===== src/rtl/sum_window_accumulator_if.sv =====
// Sample-in / window-result-out bundle for sum_window_accumulator.
// master drives samples, clear and out_ready; slave is the accumulator.
interface sum_window_accumulator_if #(
    parameter int unsigned IN_W       = 10,
    parameter int unsigned COUNT_LOG2 = 3
);
    logic                       clear;
    logic                       in_valid;
    logic [IN_W-1:0]            in_data;
    logic                       in_ready;
    logic                       out_valid;
    logic                       out_ready;
    logic [IN_W+COUNT_LOG2-1:0] out_total;
    logic [IN_W-1:0]            out_avg;

    modport master (
        output clear, in_valid, in_data, out_ready,
        input  in_ready, out_valid, out_total, out_avg
    );

    modport slave (
        input  clear, in_valid, in_data, out_ready,
        output in_ready, out_valid, out_total, out_avg
    );
endinterface


===== src/rtl/sum_window_accumulator.sv =====
// Sums windows of 2^COUNT_LOG2 accepted samples and presents the total and
// truncated mean through a one-deep valid/ready result buffer.
module sum_window_accumulator #(
    parameter int unsigned IN_W       = 10,
    parameter int unsigned COUNT_LOG2 = 3
) (
    input logic                    clock,
    input logic                    reset,
    sum_window_accumulator_if.slave bus
);
    localparam int unsigned SUM_W = IN_W + COUNT_LOG2;
    localparam int unsigned N     = 1 << COUNT_LOG2;

    typedef enum logic {ACCUM, HOLD} state_t;

    state_t                state;
    logic [SUM_W-1:0]      acc;
    logic [COUNT_LOG2-1:0] count;
    logic [SUM_W-1:0]      acc_next_c;
    logic                  accept_c;
    logic                  last_c;

    // Sample can only be taken while accumulating; HOLD back-pressures.
    assign bus.in_ready = (state == ACCUM);
    assign accept_c     = bus.in_valid && (state == ACCUM);
    assign acc_next_c   = acc + SUM_W'(bus.in_data);
    assign last_c       = (count == COUNT_LOG2'(N - 1));

    always_ff @(posedge clock or posedge reset) begin
        if (reset) begin
            state         <= ACCUM;
            acc           <= '0;
            count         <= '0;
            bus.out_valid <= 1'b0;
            bus.out_total <= '0;
            bus.out_avg   <= '0;
        end else begin
            case (state)
                ACCUM: begin
                    // clear wins over a same-cycle sample, which is dropped
                    if (bus.clear) begin
                        acc   <= '0;
                        count <= '0;
                    end else if (accept_c) begin
                        if (last_c) begin
                            bus.out_total <= acc_next_c;
                            bus.out_avg   <= acc_next_c[SUM_W-1:COUNT_LOG2];
                            bus.out_valid <= 1'b1;
                            acc           <= '0;
                            count         <= '0;
                            state         <= HOLD;
                        end else begin
                            acc   <= acc_next_c;
                            count <= count + COUNT_LOG2'(1);
                        end
                    end
                end
                HOLD: begin
                    // result stays put until taken; total/avg keep last values
                    if (bus.out_ready) begin
                        bus.out_valid <= 1'b0;
                        state         <= ACCUM;
                    end
                end
                default: state <= ACCUM;
            endcase
        end
    end
endmodule


===== src/flat_wrapper.sv =====
// flat-port wrapper written by rule: the top's interface ports become plain ports
module sum_window_accumulator_flat 
#(
    parameter int unsigned IN_W       = 10,
    parameter int unsigned COUNT_LOG2 = 3
)
  (clock, reset, bus_clear, bus_in_valid, bus_in_data, bus_out_ready, bus_in_ready, bus_out_valid, bus_out_total, bus_out_avg);
  sum_window_accumulator_if #(.IN_W(IN_W), .COUNT_LOG2(COUNT_LOG2)) bus_i ();
  input logic clock;
  input logic reset;
  input wire logic [$bits(bus_i.clear)-1:0] bus_clear;
  input wire logic [$bits(bus_i.in_valid)-1:0] bus_in_valid;
  input wire logic [$bits(bus_i.in_data)-1:0] bus_in_data;
  input wire logic [$bits(bus_i.out_ready)-1:0] bus_out_ready;
  output wire logic [$bits(bus_i.in_ready)-1:0] bus_in_ready;
  output wire logic [$bits(bus_i.out_valid)-1:0] bus_out_valid;
  output wire logic [$bits(bus_i.out_total)-1:0] bus_out_total;
  output wire logic [$bits(bus_i.out_avg)-1:0] bus_out_avg;
  assign bus_i.clear = bus_clear;
  assign bus_i.in_valid = bus_in_valid;
  assign bus_i.in_data = bus_in_data;
  assign bus_i.out_ready = bus_out_ready;
  assign bus_in_ready = bus_i.in_ready;
  assign bus_out_valid = bus_i.out_valid;
  assign bus_out_total = bus_i.out_total;
  assign bus_out_avg = bus_i.out_avg;
  sum_window_accumulator #(.IN_W(IN_W), .COUNT_LOG2(COUNT_LOG2)) u_core (.clock(clock), .reset(reset), .bus(bus_i));
endmodule

===== config.mk =====
export PLATFORM = sky130hd
export DESIGN_NAME = sum_window_accumulator_flat
export DESIGN_NICKNAME = d
export VERILOG_FILES = /design/src/rtl/sum_window_accumulator_if.sv /design/src/rtl/sum_window_accumulator.sv /design/src/flat_wrapper.sv
export SDC_FILE = /design/constraint.sdc
export NUM_CORES = 1
export LEC_CHECK = 0
export CELL_PAD_IN_SITES_DETAIL_PLACEMENT = 1
export CELL_PAD_IN_SITES_GLOBAL_PLACEMENT = 2
export CORE_ASPECT_RATIO = 1.25
export CORE_MARGIN = 3
export CORE_UTILIZATION = 31
export DETAILED_ROUTE_END_ITERATION = 16
export PLACE_DENSITY_LB_ADDON = 0.05
export SLEW_MARGIN = 5
export SYNTH_ARGS = -nofsm -noshare
export SYNTH_HDL_FRONTEND = slang
export SYNTH_SLANG_ARGS = --single-unit

===== constraint.sdc =====
create_clock -name clock -period 2.8 [get_ports clock]
set_clock_uncertainty 0.2 [all_clocks]
set_input_delay 0.28 -clock clock [delete_from_list [all_inputs] [get_ports clock]]
set_output_delay 0.28 -clock clock [all_outputs]
set_load 0.1 [all_outputs]

==> results by group <==
Setup path
  • Worst Path Required: around 2.8 ns
  • Crit path max-delay family: compound AO/OA/AOI/OAI gates
  • Slowest Stage Delay on Critical Path: about 0.41 ns
  • Worst Path Max Fanout: 3
  • Arr. time, crit path: 2.42 ns
  • CP Buf/Inv Count: 1
  • Worst Setup End Kind: register
  • Setup CP Type: input pin to register
  • RR Startpoint: u_core.acc[0]$_DFFE_PP0P_
  • Crit path launch type: input pin
  • Critical Path Source: bus_in_data[0]
  • Worst R2R Path Depth: 8
  • CP Cell Sequence: clkdlybuf4s50_1, ha_1, fa_1, a21o_1, a221oi_2, a21oi_1, a31oi_2, xor2_1, o21ai_1
  • Worst r2r dst: u_core.bus.out_avg[9]$_DFFE_PP0P_
  • Reg2reg setup slack: 0.39 ns
  • CP max stage cell: fa_1

Global route
  • Largest net degree at the start of global routing: 32
  • GRT Total Usage: about 15%
  • Initial antenna violation count: 0
  • First-pass GRT wire length: 7690 um
  • Vias in the first global route: around 1600
  • GRT overflow: 0

Clock network
  • CTS sink cnt: 31
  • TritonCTS buffer count: 5
  • Post-cts sizing count: 0
  • CTS tree: built
  • H-tree levels: 2
  • Clock buffer depth: 2
  • Post-cts hold buffer count: 0
  • Clock Latency Late Sink: approximately 0.29 ns
  • Post CTS Setup Buffer Count: 0
  • Register clock-pin slew on the reported worst setup and hold paths: 0.07 ns
  • Clk root buf: clkbuf_8

STA
  • Final Hold Fails: 0
  • Slew Viols, Final: 0
  • TNS Setup: 0 ns
  • Slew HR: 55.6%
  • Worst slew pin tran: 0.663 ns
  • Fin crit period: approximately 2.4 ns
  • RSZ-0062 raised after global routing: false
  • Fin crit share: approximately 87%
  • Final setup vio count: 0
  • Fmax: 410 MHz

Detailed routing
  • WL/cell: 16.8 um
  • Via density: 5.14
  • DR pass1 iterations: 4
  • Drt drc: 0
  • Drt initial violations: between 40 and 50
  • Via count: 1407
  • Routed WL: approximately 4600 um
  • DRT antenna net count: 0

Synthesis
  • Syn Std Cell Area: 0.00179 mm^2
  • Synth unique cells: 36
  • Mean Syn Cell Area: 10.4 um^2
  • Register area share after synthesis: 43.2%
  • Synthesis-stage register bit count: 31
  • Post-Synthesis Cells: 173
  • Synth warn: 0
  • Syn Nets: 201

Floorplanning
  • Initial Util: 32.5%
  • Core Area: 0.00552 mm^2
  • Die Span Y: 91.1 um
  • I/O pin total: 40
  • Chip Width: 74.0 um
  • Die footprint: between 0.006 and 0.007 mm^2
  • Num rows: 30

Pwr
  • Pwr/cell area: 541 mW/mm^2
  • Max VDD drop: between 0.15 and 0.2 mV
  • Pleak: between 0.001 and 0.0015 uW

Placed design
  • DP Cell Count: 266
  • Post-DP Area: 0.00213 mm^2
  • I/O Buffers: 39
  • HPWL after DPL: 3480 um
  • GP Congestion: ~0.74

Flow run
  • Max_cap viols: 0

Final layout
  • Layout net count: 237
  • Area growth syn-to-layout: 23.1%
  • Post-route cell area: between 0.002 and 0.0025 mm^2
  • Final cell count without fillers: 274
  • Layout cells sized above 1: 22.9%
  • # diodes: 0

Run status
  • Status: completed

Hold path
  • Hold Crit Class: input pin to asynchronous set/reset pin
-- kinds of logic (layout without fill, tap and decap cells) --
logic type / after synthesis / in the layout / share of synthesized area (%)
xor gates and xnor gates: 11 / 11 / 5.37
adders and majority gates: 13 / 13 / 9.48
buffers and inverters: 19 / 56 / 6.90
muxes: 7 / 7 / 4.39
DFF: 31 / 31 / 43.2
AOI/OAI and AO/OA: 56 / 56 / 20.7
and+or+nand+nor: 36 / 36 / 9.90
-- Yosys cell counts (all sizes together) --
cell type	n	area, um^2
a21oi	11	55.1
a221oi	1	15.0
xor2	2	17.5
inv	5	18.8
or3	2	12.5
a22oi	2	15.0
nand2	17	63.8
a21boi	1	11.3
nand3	2	15.0
dfrtp	31	776
and2	1	8.76
fa	1	20.0
o21a	1	7.51
nand4	1	6.26
a211oi	1	7.51
o32ai	1	8.76
clkbuf	2	7.51
xnor2	9	78.8
a22o	8	70.1
buf	12	97.6
ha	12	150
and3	3	18.8
nor3	2	15.0
a21o	5	37.5
o21ai	21	105
o221ai	1	8.76
nor2	5	18.8
o21bai	1	7.51
a31oi	1	12.5
a311o	1	10.0
nor2b	3	18.8
mux2	7	78.8
-- layout by cell type, fill, tap and decap left out, types with 7 or more instances in the layout --
| cell type | n |
|---|---|
| dfrtp_1 | 31 |
| buf_4 | 29 |
| o21ai_0 | 18 |
| nand2_1 | 17 |
| clkdlybuf4s50_1 | 14 |
| ha_1 | 12 |
| a21oi_1 | 11 |
| xnor2_1 | 9 |
| a22o_1 | 8 |
| mux2_2 | 7 |
-- layer usage --
| layer | GRT usage, % | vias to the layer above | wire length [um] |
|---|---|---|---|
| met5 | 0 | - | 0 |
| met2 | 26.0 | 35 | 2480 |
| met1 | 16.8 | 682 | 1800 |
| met3 | 3.54 | 9 | 222 |
| li1 | - | 681 | - |
| met4 | 7.10 | 0 | 87 |
-- worst max-delay path by stage --
stage	endpoint	slack (ns)	cells after the start
final	u_core.bus.out_avg[9]$_DFFE_PP0P_	0.36	9
after global routing	u_core.acc[8]$_DFFE_PP0P_	0.21	9
after CTS	u_core.bus.out_avg[9]$_DFFE_PP0P_	0.36	9
after detailed placement	u_core.bus.out_avg[9]$_DFFE_PP0P_	0.06	9
after global placement	u_core.bus.out_avg[9]$_DFFE_PP0P_	0.10	9
after floorplan	u_core.acc[12]$_DFFE_PP0P_	0.41	6
-- registers in the layout, summed over array words and instances, names as in the netlist --
signal                cells
u_core.state              1
u_core.bus.out_valid      1
u_core.bus.out_total      3
u_core.bus.out_avg       10
u_core.count              3
u_core.acc               13
-- worst register-to-register path, cell delays in order, from the launching register on --
cell	delay, ns
dfrtp_1	0.38
ha_1	0.21
fa_1	0.41
a21o_1	0.23
a221oi_2	0.27
a21oi_1	0.12
a31oi_2	0.23
xor2_1	0.17
o21ai_1	0.08
-- metrics by stage --
stage	utilization (%)	total power, uW	setup slack [ns]	hold WS, ns
detailed placement	38.5	854	0.0569	0.284
global placement	38.5	848	0.102	0.271
CTS	40.0	1210	0.362	0.204
floorplan	-	754	0.411	0.176
finish	40.0	1190	0.361	0.178
global route	40.0	1270	0.207	0.231
-- cell type report --
class / count / area (um^2)
Fill cell: 630 / 3310
Multi-Input combinational cell: 123 / 895
Sequential cell: 31 / 776
Timing Repair Buffer: 43 / 358
Tap cell: 64 / 80.1
Clock buffer: 7 / 76.3
Inverter: 5 / 18.8
Clock inverter: 1 / 5.00
-- report_power, final --
| group | leakage [uW] | internal (uW) | switching, uW | total, uW |
|---|---|---|---|---|
| clock network | 0.0000422 | 174 | 178 | 353 |
| registers | 0.000422 | 476 | 20.4 | 497 |
| logic | 0.000610 | 140 | 205 | 344 |
| total | 0.00107 | 790 | 404 | 1190 |
Power figures use the tool's default switching activity.
